==> config.mk <==
export PLATFORM = sky130hd
export DESIGN_NAME = si5338_cfg_sequencer
export DESIGN_NICKNAME = d
export VERILOG_FILES = /design/src/rtl/si5338_cfg_sequencer.sv
export SDC_FILE = /design/constraint.sdc
export NUM_CORES = 1
export LEC_CHECK = 0
export BUFFER_PORTS_ARGS = -buffer_cell sky130_fd_sc_hd__buf_2
export CORE_ASPECT_RATIO = 1.4
export CORE_UTILIZATION = 44
export CTS_CLUSTER_DIAMETER = 60
export DETAILED_ROUTE_END_ITERATION = 6
export GPL_TIMING_DRIVEN = 0
export PLACE_DENSITY = 0.61
export SYNTH_ARGS = -nofsm -noshare
export SYNTH_HDL_FRONTEND = slang
export SYNTH_SLANG_ARGS = --single-unit
==> constraint.sdc <==
create_clock -name CLK -period 3.4 [get_ports CLK]
set_input_delay 0.51 -clock CLK [delete_from_list [all_inputs] [get_ports CLK]]
set_output_delay 0.51 -clock CLK [all_outputs]
set_load 0.02 [all_outputs]
==> src/rtl/si5338_cfg_sequencer.sv <==
// Si5338 power-up programming sequencer: walks a register-map ROM and drives an
// external single-byte I2C master through a req/done handshake, with read-modify-write.
module si5338_cfg_sequencer #(
  parameter int CLK_FREQ    = 50_000_000,
  parameter int TABLE_LEN   = 350,
  parameter int SETTLE_US   = 25_000,
  parameter int POLL_MAX    = 1000,
  parameter int POLL_GAP_US = 100
) (
  input  logic        CLK,
  input  logic        RSTn,
  input  logic        start,
  output logic [8:0]  rom_addr,
  input  logic [23:0] rom_data,
  output logic        i2c_req,
  output logic        i2c_rnw,
  output logic [7:0]  i2c_reg,
  output logic [7:0]  i2c_wdata,
  input  logic        i2c_done,
  input  logic        i2c_nack,
  input  logic [7:0]  i2c_rdata,
  output logic        osc_done,
  output logic        busy,
  output logic        err,
  output logic [2:0]  err_code
);

  // 64-bit math so 25 ms at high clock rates cannot overflow.
  localparam longint SETTLE_CYC = (longint'(SETTLE_US) * longint'(CLK_FREQ)) / longint'(1_000_000);
  localparam longint GAP_CYC    = (longint'(POLL_GAP_US) * longint'(CLK_FREQ)) / longint'(1_000_000);
  localparam longint TMR_MAX    = (SETTLE_CYC > GAP_CYC) ? SETTLE_CYC : GAP_CYC;
  localparam int     TMR_W      = (TMR_MAX < 2) ? 1 : $clog2(TMR_MAX + 1);
  localparam int     POLL_W     = (POLL_MAX < 2) ? 1 : $clog2(POLL_MAX + 1);

  localparam logic [TMR_W-1:0]  SETTLE_LD = TMR_W'(SETTLE_CYC);
  localparam logic [TMR_W-1:0]  GAP_LD    = TMR_W'(GAP_CYC);
  localparam logic [POLL_W-1:0] POLL_LAST = POLL_W'(POLL_MAX);
  localparam logic [8:0]        LAST_ADDR = 9'(TABLE_LEN - 1);

  typedef enum logic [3:0] {
    S_IDLE, S_OEB, S_DISLOL, S_TABLE, S_POLL_LOS, S_FCAL_OFF, S_SRST, S_SETTLE,
    S_ENLOL, S_POLL_LOCK, S_FCAL_CPY, S_FCAL_ON, S_OEN, S_DONE, S_ERR
  } state_t;

  function automatic logic [7:0] merge_byte(input logic [7:0] value,
                                            input logic [7:0] mask,
                                            input logic [7:0] rd);
    return (value & mask) | (rd & ~mask);
  endfunction

  state_t             state_q, state_d;
  logic [2:0]         step_q, step_d;
  logic               req_q, req_d;
  logic               rnw_q, rnw_d;
  logic [7:0]         reg_q, reg_d;
  logic [7:0]         wdata_q, wdata_d;
  logic [7:0]         rdata_q, rdata_d;
  logic [23:0]        ent_q, ent_d;
  logic [8:0]         addr_q, addr_d;
  logic [POLL_W-1:0]  poll_q, poll_d;
  logic [TMR_W-1:0]   tmr_q, tmr_d;
  logic               osc_done_q, osc_done_d;
  logic               err_q, err_d;
  logic [2:0]         err_code_q, err_code_d;

  logic               op_go, op_rnw;
  logic [7:0]         op_reg, op_wdata;
  logic               xfer_ok, tbl_adv;
  logic [7:0]         rmw_reg, rmw_val, rmw_mask;
  state_t             rmw_next;
  logic [7:0]         wr_reg, wr_val;
  state_t             wr_next;
  logic [7:0]         poll_mask;
  state_t             poll_next;
  logic [2:0]         poll_code;

  // Fixed register operations of the bring-up procedure, selected by phase.
  always_comb begin
    rmw_reg  = 8'd230;
    rmw_val  = 8'h10;
    rmw_mask = 8'h10;
    rmw_next = S_DISLOL;
    wr_reg   = 8'd241;
    wr_val   = 8'hE5;
    wr_next  = S_TABLE;
    poll_mask = 8'h04;
    poll_next = S_FCAL_OFF;
    poll_code = 3'd2;
    case (state_q)
      S_FCAL_OFF: begin rmw_reg = 8'd49;  rmw_val = 8'h00; rmw_mask = 8'h80; rmw_next = S_SRST; end
      S_FCAL_ON:  begin rmw_reg = 8'd49;  rmw_val = 8'h80; rmw_mask = 8'h80; rmw_next = S_OEN;  end
      S_OEN:      begin rmw_reg = 8'd230; rmw_val = 8'h00; rmw_mask = 8'h10; rmw_next = S_DONE; end
      S_SRST:     begin wr_reg = 8'd246; wr_val = 8'h02; wr_next = S_SETTLE;    end
      S_ENLOL:    begin wr_reg = 8'd241; wr_val = 8'h65; wr_next = S_POLL_LOCK; end
      S_POLL_LOCK: begin poll_mask = 8'h15; poll_next = S_FCAL_CPY; poll_code = 3'd3; end
      default: ;
    endcase
  end

  always_comb begin
    state_d    = state_q;
    step_d     = step_q;
    req_d      = req_q;
    rnw_d      = rnw_q;
    reg_d      = reg_q;
    wdata_d    = wdata_q;
    rdata_d    = rdata_q;
    ent_d      = ent_q;
    addr_d     = addr_q;
    poll_d     = poll_q;
    tmr_d      = tmr_q;
    osc_done_d = osc_done_q;
    err_d      = err_q;
    err_code_d = err_code_q;
    op_go      = 1'b0;
    op_rnw     = 1'b0;
    op_reg     = 8'h00;
    op_wdata   = 8'h00;
    tbl_adv    = 1'b0;
    xfer_ok    = req_q & i2c_done & ~i2c_nack;

    case (state_q)
      S_IDLE, S_DONE, S_ERR: begin
        if (start) begin
          state_d    = S_OEB;
          step_d     = 3'd0;
          osc_done_d = 1'b0;
          err_d      = 1'b0;
          err_code_d = 3'd0;
        end
      end

      S_OEB, S_FCAL_OFF, S_FCAL_ON, S_OEN: begin
        op_go    = 1'b1;
        op_rnw   = (step_q == 3'd0);
        op_reg   = rmw_reg;
        op_wdata = merge_byte(rmw_val, rmw_mask, rdata_q);
        if (xfer_ok) begin
          if (step_q == 3'd0) begin
            step_d = 3'd1;
          end else begin
            state_d = rmw_next;
            step_d  = 3'd0;
            if (rmw_next == S_DONE) osc_done_d = 1'b1;
          end
        end
      end

      S_DISLOL, S_SRST, S_ENLOL: begin
        op_go    = 1'b1;
        op_reg   = wr_reg;
        op_wdata = wr_val;
        if (xfer_ok) begin
          state_d = wr_next;
          step_d  = 3'd0;
          addr_d  = 9'd0;
          poll_d  = '0;
          tmr_d   = (state_q == S_SRST) ? SETTLE_LD : '0;
        end
      end

      // Step 0 absorbs the ROM latency; step 1 classifies the entry by its mask.
      S_TABLE: begin
        case (step_q)
          3'd0: step_d = 3'd1;
          3'd1: begin
            ent_d = rom_data;
            if (rom_data[7:0] == 8'h00)      tbl_adv = 1'b1;
            else if (rom_data[7:0] == 8'hFF) step_d  = 3'd3;
            else                             step_d  = 3'd2;
          end
          3'd2: begin
            op_go  = 1'b1;
            op_rnw = 1'b1;
            op_reg = ent_q[23:16];
            if (xfer_ok) step_d = 3'd3;
          end
          3'd3: begin
            op_go    = 1'b1;
            op_reg   = ent_q[23:16];
            op_wdata = merge_byte(ent_q[15:8], ent_q[7:0], rdata_q);
            if (xfer_ok) tbl_adv = 1'b1;
          end
          default: step_d = 3'd0;
        endcase
        if (tbl_adv) begin
          step_d = 3'd0;
          if (addr_q == LAST_ADDR) begin
            state_d = S_POLL_LOS;
            poll_d  = '0;
            tmr_d   = '0;
          end else begin
            addr_d = addr_q + 9'd1;
          end
        end
      end

      S_POLL_LOS, S_POLL_LOCK: begin
        op_go  = (tmr_q == '0);
        op_rnw = 1'b1;
        op_reg = 8'd218;
        if (!req_q && tmr_q != '0) tmr_d = tmr_q - TMR_W'(1);
        if (xfer_ok) begin
          poll_d = poll_q + POLL_W'(1);
          if ((i2c_rdata & poll_mask) == 8'h00) begin
            state_d = poll_next;
            step_d  = 3'd0;
          end else if ((poll_q + POLL_W'(1)) == POLL_LAST) begin
            state_d    = S_ERR;
            err_d      = 1'b1;
            err_code_d = poll_code;
          end else begin
            tmr_d = GAP_LD;
          end
        end
      end

      S_SETTLE: begin
        if (tmr_q <= TMR_W'(1)) begin
          state_d = S_ENLOL;
          step_d  = 3'd0;
        end else begin
          tmr_d = tmr_q - TMR_W'(1);
        end
      end

      // Even steps read 235/236/237, odd steps write 45/46/47.
      S_FCAL_CPY: begin
        op_go  = 1'b1;
        op_rnw = ~step_q[0];
        case (step_q[2:1])
          2'd0:    op_reg = step_q[0] ? 8'd45 : 8'd235;
          2'd1:    op_reg = step_q[0] ? 8'd46 : 8'd236;
          default: op_reg = step_q[0] ? 8'd47 : 8'd237;
        endcase
        op_wdata = (step_q == 3'd5) ? (8'h14 | (rdata_q & 8'h03)) : rdata_q;
        if (xfer_ok) begin
          if (step_q == 3'd5) begin
            state_d = S_FCAL_ON;
            step_d  = 3'd0;
          end else begin
            step_d = step_q + 3'd1;
          end
        end
      end

      default: state_d = S_IDLE;
    endcase

    // Shared bus handshake; the cycle after done is always idle on req.
    if (!req_q) begin
      if (op_go) begin
        req_d   = 1'b1;
        rnw_d   = op_rnw;
        reg_d   = op_reg;
        wdata_d = op_rnw ? 8'h00 : op_wdata;
      end
    end else if (i2c_done) begin
      req_d = 1'b0;
      if (rnw_q) rdata_d = i2c_rdata;
      if (i2c_nack) begin
        state_d    = S_ERR;
        step_d     = 3'd0;
        err_d      = 1'b1;
        err_code_d = 3'd1;
      end
    end
  end

  always_ff @(posedge CLK) begin
    if (!RSTn) begin
      state_q    <= S_IDLE;
      step_q     <= 3'd0;
      req_q      <= 1'b0;
      rnw_q      <= 1'b0;
      reg_q      <= 8'h00;
      wdata_q    <= 8'h00;
      rdata_q    <= 8'h00;
      ent_q      <= 24'h0;
      addr_q     <= 9'd0;
      poll_q     <= '0;
      tmr_q      <= '0;
      osc_done_q <= 1'b0;
      err_q      <= 1'b0;
      err_code_q <= 3'd0;
    end else begin
      state_q    <= state_d;
      step_q     <= step_d;
      req_q      <= req_d;
      rnw_q      <= rnw_d;
      reg_q      <= reg_d;
      wdata_q    <= wdata_d;
      rdata_q    <= rdata_d;
      ent_q      <= ent_d;
      addr_q     <= addr_d;
      poll_q     <= poll_d;
      tmr_q      <= tmr_d;
      osc_done_q <= osc_done_d;
      err_q      <= err_d;
      err_code_q <= err_code_d;
    end
  end

  assign rom_addr  = addr_q;
  assign i2c_req   = req_q;
  assign i2c_rnw   = rnw_q;
  assign i2c_reg   = reg_q;
  assign i2c_wdata = wdata_q;
  assign osc_done  = osc_done_q;
  assign err       = err_q;
  assign err_code  = err_code_q;
  assign busy      = !(state_q inside {S_IDLE, S_DONE, S_ERR});

endmodule

# Word level (Yosys, flattened, before mapping)

Cells that the tools add are included.

Output and inout bits: 33
Bits in registers: 102
Input port bits: 37
Logic and storage cells: 201

Reductions and logical operators: 30
Equal/unequal tests: 33
$add $sub $neg: 4
Bitwise logic cells: 14
Mux-type cells: 105
Magnitude comparators: 1

Operator list:

| cell                  | count |
|---|---|
| $mux 21               | 9 |
| $pmux 21 s4           | 1 |
| $mux 8                | 9 |
| $mux 3                | 22 |
| $mux 4                | 16 |
| $pmux 8 s2            | 3 |
| $and 8x8->8           | 5 |
| $mux 10               | 4 |
| $pmux 8 s5            | 1 |
| $eq 4x4->1 const B    | 8 |
| $pmux 8 s4            | 1 |
| $pmux 10 s3           | 1 |
| $pmux 4 s7            | 1 |
| $mux 9                | 3 |
| $mux 1                | 22 |
| $le 21x1->1 const B   | 1 |
| $logic_not 21->1      | 1 |
| $pmux 3 s7            | 1 |
| $reduce_bool 21->1    | 1 |
| $sub 21x1->21 const B | 1 |
| $ne 2x2->1 const B    | 10 |
| $pmux 9 s2            | 1 |
| $eq 4x3->1 const B    | 4 |
| $logic_not 8->1       | 2 |
| other kinds (40)      | 59 |

# Longest topological paths before layout

Gate-level depths: netlist (run 1).

Depth after elaboration: 10
Mapped depth: 11
Depth with buffers taken out: 9

# Worst setup path before layout (run 1)

Ideal clock, no wire load.

Path type: register -> register
From: register step_q[0]
To: register tmr_q[11]
Slack: 756 ps
Period minus slack after synthesis: 2644 ps
Stages on the path, launching flop included: 12
Setup time: 129 ps
Data required time: 3271 ps
Data arrival time: 2515 ps
Path through: dfxtp_1 clkbuf_1 and2_1 ha_1 nand2_1 o41a_2 a21boi_2 nand3_2 buf_2 buf_2 a2111oi_0 nor2_1

Word-level cells in the longest chain between the ends: 5

RTL lines:

| element                                         | line | text |
|---|---|---|
| start, declared                                 | 52   | `logic [2:0] step_q, step_d;` |
| start signal, assigned                          | 288  | `step_q <= step_d;` |
| $eq 3x2->1 / $eq 3x1->1 (equally long branches) | 164  | `case (step_q)` |
| $pmux 1 s2 *                                    | 164  |  |
| $mux 1 *                                        | 122  | `case (state_q)` |
| $ne 2x2->1 (no line) *                          | --   |  |
| $reduce_and 5->1 (no line) *                    | --   |  |
| end signal, assigned                            | 297  | `tmr_q <= tmr_d;` |
| end, declared                                   | 61   | `logic [TMR_W-1:0] tmr_q, tmr_d;` |

Mark *: on every way between the ends. The rest lies on a longest branch, timed or not. The select of a mux whose other input is x is not followed.
A chain may end at the register's enable or synchronous reset.

# Worst setup path in the final report (run 1)

From: register state_q[1]
To: register step_q[0]

Word-level cells in the longest chain between the ends: 10

RTL lines:

| element                | line    | text |
|---|---|---|
| start, declared        | 51      | `state_t state_q, state_d;` |
| start signal, assigned | 287     | `state_q <= state_d;` |
| $eq 4x4->1             | 89, 122 |  |
| $mux 5                 | 89      | `case (state_q)` |
| $and 8x8->8            | 205     | `if ((i2c_rdata & poll_mask) == 8'h00) begin` |
| $logic_not 8->1        | 205     |  |
| $mux 3                 | 205     |  |
| $mux 3                 | 203     | `if (xfer_ok) begin` |
| $pmux 3 s7 *           | 122     |  |
| $mux 3                 | 261     | `if (i2c_nack) begin` |
| $mux 3                 | 258     | `end else if (i2c_done) begin` |
| $mux 3 *               | 251     | `if (!req_q) begin` |

Mark *: on every way between the ends. The rest lies on a longest branch, timed or not.

==> results of run 1 <==
cells by family (layout without fill, tap and decap cells):
group                    count (synthesis)  in the layout
flip-flops                             102            102
adder cells (fa/ha/maj)                  9              9
buffers and inverters                   60            144
AO/OA/AOI/OAI                          261            261
XOR/XNOR                                12             12
multiplexers                            11             11
AND/OR/NAND/NOR                        341            341
cells in the final DEF (no fill, tap or decap), types with 4 or more instances in the layout:
master       n
nor2b_1      7
buf_2       77
nand2b_1     9
o31ai_1      8
and3_1       7
dfxtp_1    102
xnor2_1      4
a31o_2       6
a21oi_1     72
nand4_1      9
a32o_1      13
nor3_1      15
a21boi_0     4
o22ai_1     11
o21ai_0     57
clkbuf_1    34
a211oi_1    12
inv_1       10
nor4_1       9
and2_1       8
or4_1        8
xor2_1       8
clkbuf_16    9
ha_1         8
mux2i_1     11
or3_1       13
nand2_1    117
a31oi_1     17
o211ai_1     5
o41ai_1      4
nor2_1      80
a311oi_1     6
or2_2        4
nand3_1     28
worst paths after layout:
check | to | cells after the start
setup / recovery | step_q[0] | 8
hold / removal | ent_q[11] | 3
setup reg to reg | step_q[0] | 8
hold reg to reg | ent_q[11] | 2
worst max-delay path, cell delays in order (launching register included):
cell and delay, ns:
dfxtp_1 0.43, clkbuf_1 0.45, clkbuf_1 0.46, clkbuf_1 0.46
clkbuf_1 0.50, a31oi_1 0.24, nor4_1 0.26, o22ai_1 0.12
a21oi_1 0.14
layer usage:
layer  routed length [um]  vias to the layer above
li1                     -                     3116
met1                 8353                     3074
met2                11440                      248
met3                  935                       64
met4                  952                        2
met5                   13                        -
through the flow:
stage	utilization	hold slack [ns]	total power [uW]	instance area (um^2)	setup slack (ns)
after detailed placement	0.4922	0.4524	2958	6590	0.1642
after global placement	0.4922	0.4480	2948	6590	0.1816
after global routing	0.5145	0.3913	4205	6888	0.05068
after CTS	0.5142	0.3709	3990	6884	0.1358
after floorplan	-	0.4361	2445	6022	0.7561
final	0.5145	0.3798	4002	6888	0.2374
layout make-up:
cell class	instances	share of cell area
Tap cell	182	0.03306
Clock buffer	9	0.03270
Buffer	49	0.02979
Sequential cell	102	0.2965
Clock inverter	7	0.009991
Inverter	11	0.005995
Multi-Input combinational cell	634	0.5426
Timing Repair Buffer	68	0.04941
power by group:
| part | total (uW) | internal (uW) | leakage, uW | switching, uW |
|---|---|---|---|---|
| Combinational | 1620 | 508 | 0.00165 | 1110 |
| Clock | 1020 | 515 | 0.000142 | 510 |
| Sequential | 1360 | 1280 | 0.000824 | 77.8 |
| Total | 4000 | 2310 | 0.00262 | 1700 |
timing repair:
action | CTS | global route
hold buffers | 0 | 0
resized for setup | 0 | 5
hold endpoints to repair | 0 | 0
endpoints found under the setup margin | 0 | 13
==> results.md, run 1 <==
* Required time of the critical path at between 3 and 4 ns
* Critical path arrival at roughly 3.5 ns
* Setup violators final at 0
* Global-route wire length before repair at approximately 34 mm
* Leakage at around 0.0026 uW
* Element type at the critical path start: flop
* DRT iter0 DRCs at between 400 and 500
* Num CTS Buffers at 9
* Final Cycle Share at 0.9302
* Post-synth top area cell: dfxtp_1
* Power Dens Cells at between 500 and 600 nW/um^2
* Worst reg2reg startpoint: state_q[1]
* Rows at 50
* Multi-input combinational cell area at 3737 um^2
* Vias/cell at between 6 and 7
* Met1 Resource Use GR at 0.3509
* Endpoints failing hold at 0
* Share of layout cells above drive strength 1 at 0.1477
* Xor-xnor portion of the synthesized cell area at 0.01745
* Clock transition at path regs at 0.07 ns
* Antenna viol nets, final at 0
* Vias in the first global route at between 6,000 and 7,000
* Synth Area in Adders at 0.01828
* Most frequent cells after synthesis: 117 x nand2_1, 102 x dfxtp_1, 80 x nor2_1, 72 x a21oi_1, 57 x o21ai_0
* Core ar. at approximately 13,000 um^2
* Total GRT Usage at 0.3147
* Synth cell types at 84
* Fillers at 1,446
* Setup crit end kind: flop
* Clock Sinks at between 100 and 150
* MaxCap Viol Count at 0
* I/O Buffers at a little under 70
* Syn-to-layout area delta at 14.38%
* Slew Limit Fails at 0
* Min cycle time layout at about 3.2 ns
* Non-Filler Instances at about 1,100
* WL final at 21.69 mm
* Setup TNS at 0 ns
* CTS tree: done
* Final Skew at 0.006676 ns
* DR WL/cell at between 20 and 25 um
* Top cells by area, synth: dfxtp_1 34%, nand2_1 7.3%, a21oi_1 6.0%
* Post-synthesis sequential area ratio at 0.3391
* Post-CTS Setup Repair Bufs at 0
* Post-Syn Area per Cell at roughly 7.6 um^2
* Via count at between 6,000 and 7,000
* CTS Buffer Depth at 2
* # IOs at 70
* Grt met3 use at 0.04142
* Most flop-heavy register: ent_q
* Critical Path Start: state_q[1]
* Initial DRT Pass Iterations at 5
* Largest fanout on the critical path at 10
* Sequential Area at 2042 um^2
* Top FF cell, synth: dfxtp_1
* Remaining DRCs at 0
* Area of the die at ~14,000 um^2
* Post-synthesis simple-gate area fraction at 0.2805
* Mapped Area at 6022 um^2
* Status: finished clean
* M2 GR Usage at 0.5725
* Main combinational cell family by area after synthesis: compound AO/OA/AOI/OAI gates
* Number of flip-flops in the largest register at 24
* #FFs+latches synth at between 100 and 150
* Largest net degree at the start of global routing at 20
* Post-synth EDFFs at 0
* Most common cell in the netlist: nand2_1
* WS Path Type: reg2reg
* Placed cells at 1,046
* Fmax at roughly 0.32 GHz
* Worst slew margin at 0.4665
* Asr flop ratio synth at 0
* Worst Hold Launch: rom_data[11]
* Syn_nets at 841
* Starting Density at 0.4498
* Initial antenna violation count at 1
* Grt peak-use layer: met2
* Mapped Cells at approximately 800
* Grt ovf at 0
* Slack of the worst reg-to-reg path at ~0.24 ns
* Regs by FF count: ent_q x24, tmr_q x21, poll_q x10
* Htree depth at 3
* Root Driver: clkbuf_16
* Largest vdd supply drop at between 0.0002 and 0.00025 V
* Antenna diode count at 0
* GP Congestion at between 0.9 and 1
* Compound-Gate Fraction of Synth Area at 0.2859
* Yosys top cell area share at 0.3391
* Die width at ~100 um
* Clk_lat worst skew at ~0.36 ns
* RSZ-0062 raised after global routing: false
* Nets@finish at 920
* Syn. warnings at 0
* Worst Max-Slew Pin Slew at between 0.7 and 0.8 ns
* Multiplexer area fraction after synthesis at 0.01828
* Hold crit path type: in2reg
* Detailed Place HPWL at 16.62 mm
* Die Y at approximately 140 um
No activity file was read; power rests on OpenSTA's default activity.
==> run 2, diff against run 1 <==
--- a/config.mk
+++ b/config.mk
@@ -7,11 +7,12 @@
 export LEC_CHECK = 0
 export BUFFER_PORTS_ARGS = -buffer_cell sky130_fd_sc_hd__buf_2
 export CORE_ASPECT_RATIO = 1.4
-export CORE_UTILIZATION = 44
+export CORE_UTILIZATION = 43
 export CTS_CLUSTER_DIAMETER = 60
 export DETAILED_ROUTE_END_ITERATION = 6
 export GPL_TIMING_DRIVEN = 0
-export PLACE_DENSITY = 0.61
+export PLACE_DENSITY = 0.6
+export REMOVE_ABC_BUFFERS = 1
 export SYNTH_ARGS = -nofsm -noshare
 export SYNTH_HDL_FRONTEND = slang
 export SYNTH_SLANG_ARGS = --single-unit
==> results.md, run 2 (synthesized netlist as in run 1, its figures left out) <==
* Vias/cell at 6.211 (was 6.124)
* Largest fanout on the critical path at 21 (was 10)
* Grt ovf at 0 (unchanged)
* Worst hold margin at 0.3719 ns (was 0.3798 ns)
* Design Area, Final at 6810 um^2 (was 6888 um^2)
* Initial DRT Pass Iterations at 5 (unchanged)
* Global-route wire length before repair at 29.87 mm (was 33.98 mm)
* Largest net degree at the start of global routing at 52 (was 20)
* DR WL/cell at 18.42 um (was 20.43 um)
* Multi-input combinational cell area at 3766 um^2 (was 3737 um^2)
* Die width at 102.0 um (was 100.9 um)
* CTS Buffer Depth at 2 (unchanged)
* GP Congestion at 0.9313 (was 0.9383)
* Core ar. at 13,510 um^2 (was 13,390 um^2)
* Largest vdd supply drop at 0.0003296 V (was 0.0002354 V)
* Most common cell after layout, fill and taps aside: nand2_1 (unchanged)
* Cell chain of the critical path: and2_1 > ha_1 > nand2_1 > o41a_2 > a21boi_2 > nand3_4 > nor2_2 > o21ai_0 > a32o_1 (was clkbuf_1 > clkbuf_1 > clkbuf_1 > clkbuf_1 > a31oi_1 > nor4_1 > o22ai_1 > a21oi_1)
* Number of flip-flops in the largest register at 24 (unchanged)
* DP Area at 6431 um^2 (was 6590 um^2)
* CTS tree: done (unchanged)
* Via count at 6,323 (was 6,504)
* WS Path Type: reg2reg (unchanged)
* Vias in the first global route at 5,874 (was 6,291)
* Nets@finish at 876 (was 920)
* Critical path arrival at 3.43 ns (was 3.45 ns)
* Starting Density at 0.4456 (was 0.4498)
* Non-Filler Instances at 1,018 (was 1,062)
* Placed cells at 1,000 (was 1,046)
* # IOs at 70 (unchanged)
* Worst Max-Slew Pin Slew at 0.9143 ns (was 0.7941 ns)
* Worst slew margin at 0.3890 (was 0.4665)
* Most frequent cells in the layout: 117 x nand2_1, 97 x dfxtp_1, 79 x nor2_1, 72 x a21oi_1, 69 x buf_2 (was 117 x nand2_1, 102 x dfxtp_1, 80 x nor2_1, 77 x buf_2, 72 x a21oi_1)
* Required time of the critical path at 3.66 ns (was 3.69 ns)
* Clock Sinks at 102 (unchanged)
* Remaining DRCs at 0 (unchanged)
* Status: finished clean (unchanged)
* Hold crit path type: in2reg (unchanged)
* Final Cycle Share at 0.9334 (was 0.9302)
* WL final at 18.75 mm (was 21.69 mm)
* Setup WS pre-CTS at -0.6603 ns (was 0.1642 ns)
* Share of layout cells above drive strength 1 at 0.1579 (was 0.1477)
* Rows at 50 (unchanged)
* Leakage at 0.002564 uW (was 0.002615 uW)
* Fmax at 0.3151 GHz (was 0.3162 GHz)
* Initial antenna violation count at 0 (was 1)
* Most flop-heavy register: ent_q (unchanged)
* Endpoints failing hold at 0 (unchanged)
* Min cycle time layout at 3.174 ns (was 3.163 ns)
* Detailed Place HPWL at 13.34 mm (was 16.62 mm)
* Crit path setup slack, layout at 0.2264 ns (was 0.2374 ns)
* Setup crit end kind: flop (unchanged)
* RSZ-0062 raised after global routing: false (unchanged)
* Regs by FF count: ent_q x24, tmr_q x21, poll_q x10 (unchanged)
* Clock transition at path regs at 0.07 ns (about the same)
* Element type at the critical path start: flop (unchanged)
* Fillers at 1,408 (was 1,446)
* Area of the die at 14,490 um^2 (was 14,160 um^2)
* Final Skew at 0.005384 ns (was 0.006676 ns)
* I/O Buffers at 69 (was 68)
* Num CTS Buffers at 9 (unchanged)
* Antenna diode count at 0 (unchanged)
* Die Y at 142.0 um (was 140.4 um)
* Power Dens Cells at 589.0 nW/um^2 (was 581.0 nW/um^2)
* Slowest cell on the critical path: dfxtp_1 (was clkbuf_1)
* Antenna viol nets, final at 0 (unchanged)
* MaxCap Viol Count at 0 (unchanged)
* Htree depth at 3 (unchanged)
* Max stage delay on crit path at 0.59 ns (was 0.50 ns)
* Sequential Area at 2053 um^2 (was 2042 um^2)
* Clk_lat worst skew at 0.37 ns (was 0.36 ns)
* Slew Limit Fails at 0 (unchanged)
* Setup violators final at 0 (unchanged)
* Setup TNS at 0 ns (unchanged)
* DRT iter0 DRCs at 477 (was 442)
* Syn-to-layout area delta at 13.09% (was 14.38%)
* Root Driver: clkbuf_16 (unchanged)
* Total GRT Usage at 0.2649 (was 0.3147)
==> run 2: power by group <==
group | switching [uW] | internal, uW
registers | 215 | 1290
clock network | 508 | 656
logic | 870 | 475
total | 1590 | 2420
==> run 2: path summary, 6_finish.rpt <==
check / startpoint / to / slack [ns] / cells past startpoint
max: step_q[1] / tmr_q[12] / 0.23 / 9
max reg2reg: step_q[1] / tmr_q[12] / 0.23 / 9
min reg2reg: ent_q[23] / ent_q[23] / 0.46 / 2
min: i2c_rdata[7] / rdata_q[7] / 0.37 / 3
==> run 2: per-layer routing <==
metal | global-route usage | wire [um] | vias up
met5 | 0 | 0 | -
met4 | 0.1414 | 806 | 0
met3 | 0.05108 | 1061 | 57
met2 | 0.4585 | 9392 | 259
met1 | 0.3027 | 7492 | 2971
li1 | - | - | 3036
==> run 2: repair_timing <==
| action | in CTS | in global routing |
|---|---|---|
| hold buffers | 0 | 0 |
| resized for setup | 4 | 7 |
| setup endpoints to repair | 44 | 36 |
| pin swaps | 0 | 1 |
| setup buffers | 0 | 2 |
==> run 2: layout make-up <==
type / instances / share of cell area
inverters: 11 / 0.006247
repair buffers: 73 / 0.05751
well taps: 182 / 0.03344
flip-flops and latches: 102 / 0.3015
clock inverters: 7 / 0.01525
clock buffers: 9 / 0.03307
multi-input cells: 634 / 0.5530
==> run 2: worst max-delay path, delay by kind of cell, from the launching register on <==
family          cells  cell delay (ns)
compound gates      4             1.17
simple gates        4             0.97
flops               1             0.59
fa+ha+maj           1             0.33
==> run 2: metrics by stage <==
stage / total power (uW) / util
floorplan: 2388 / -
global placement: 2807 / 0.4731
detailed placement: 2835 / 0.4759
CTS: 3996 / 0.5014
global route: 4222 / 0.5040
finish: 4012 / 0.5040
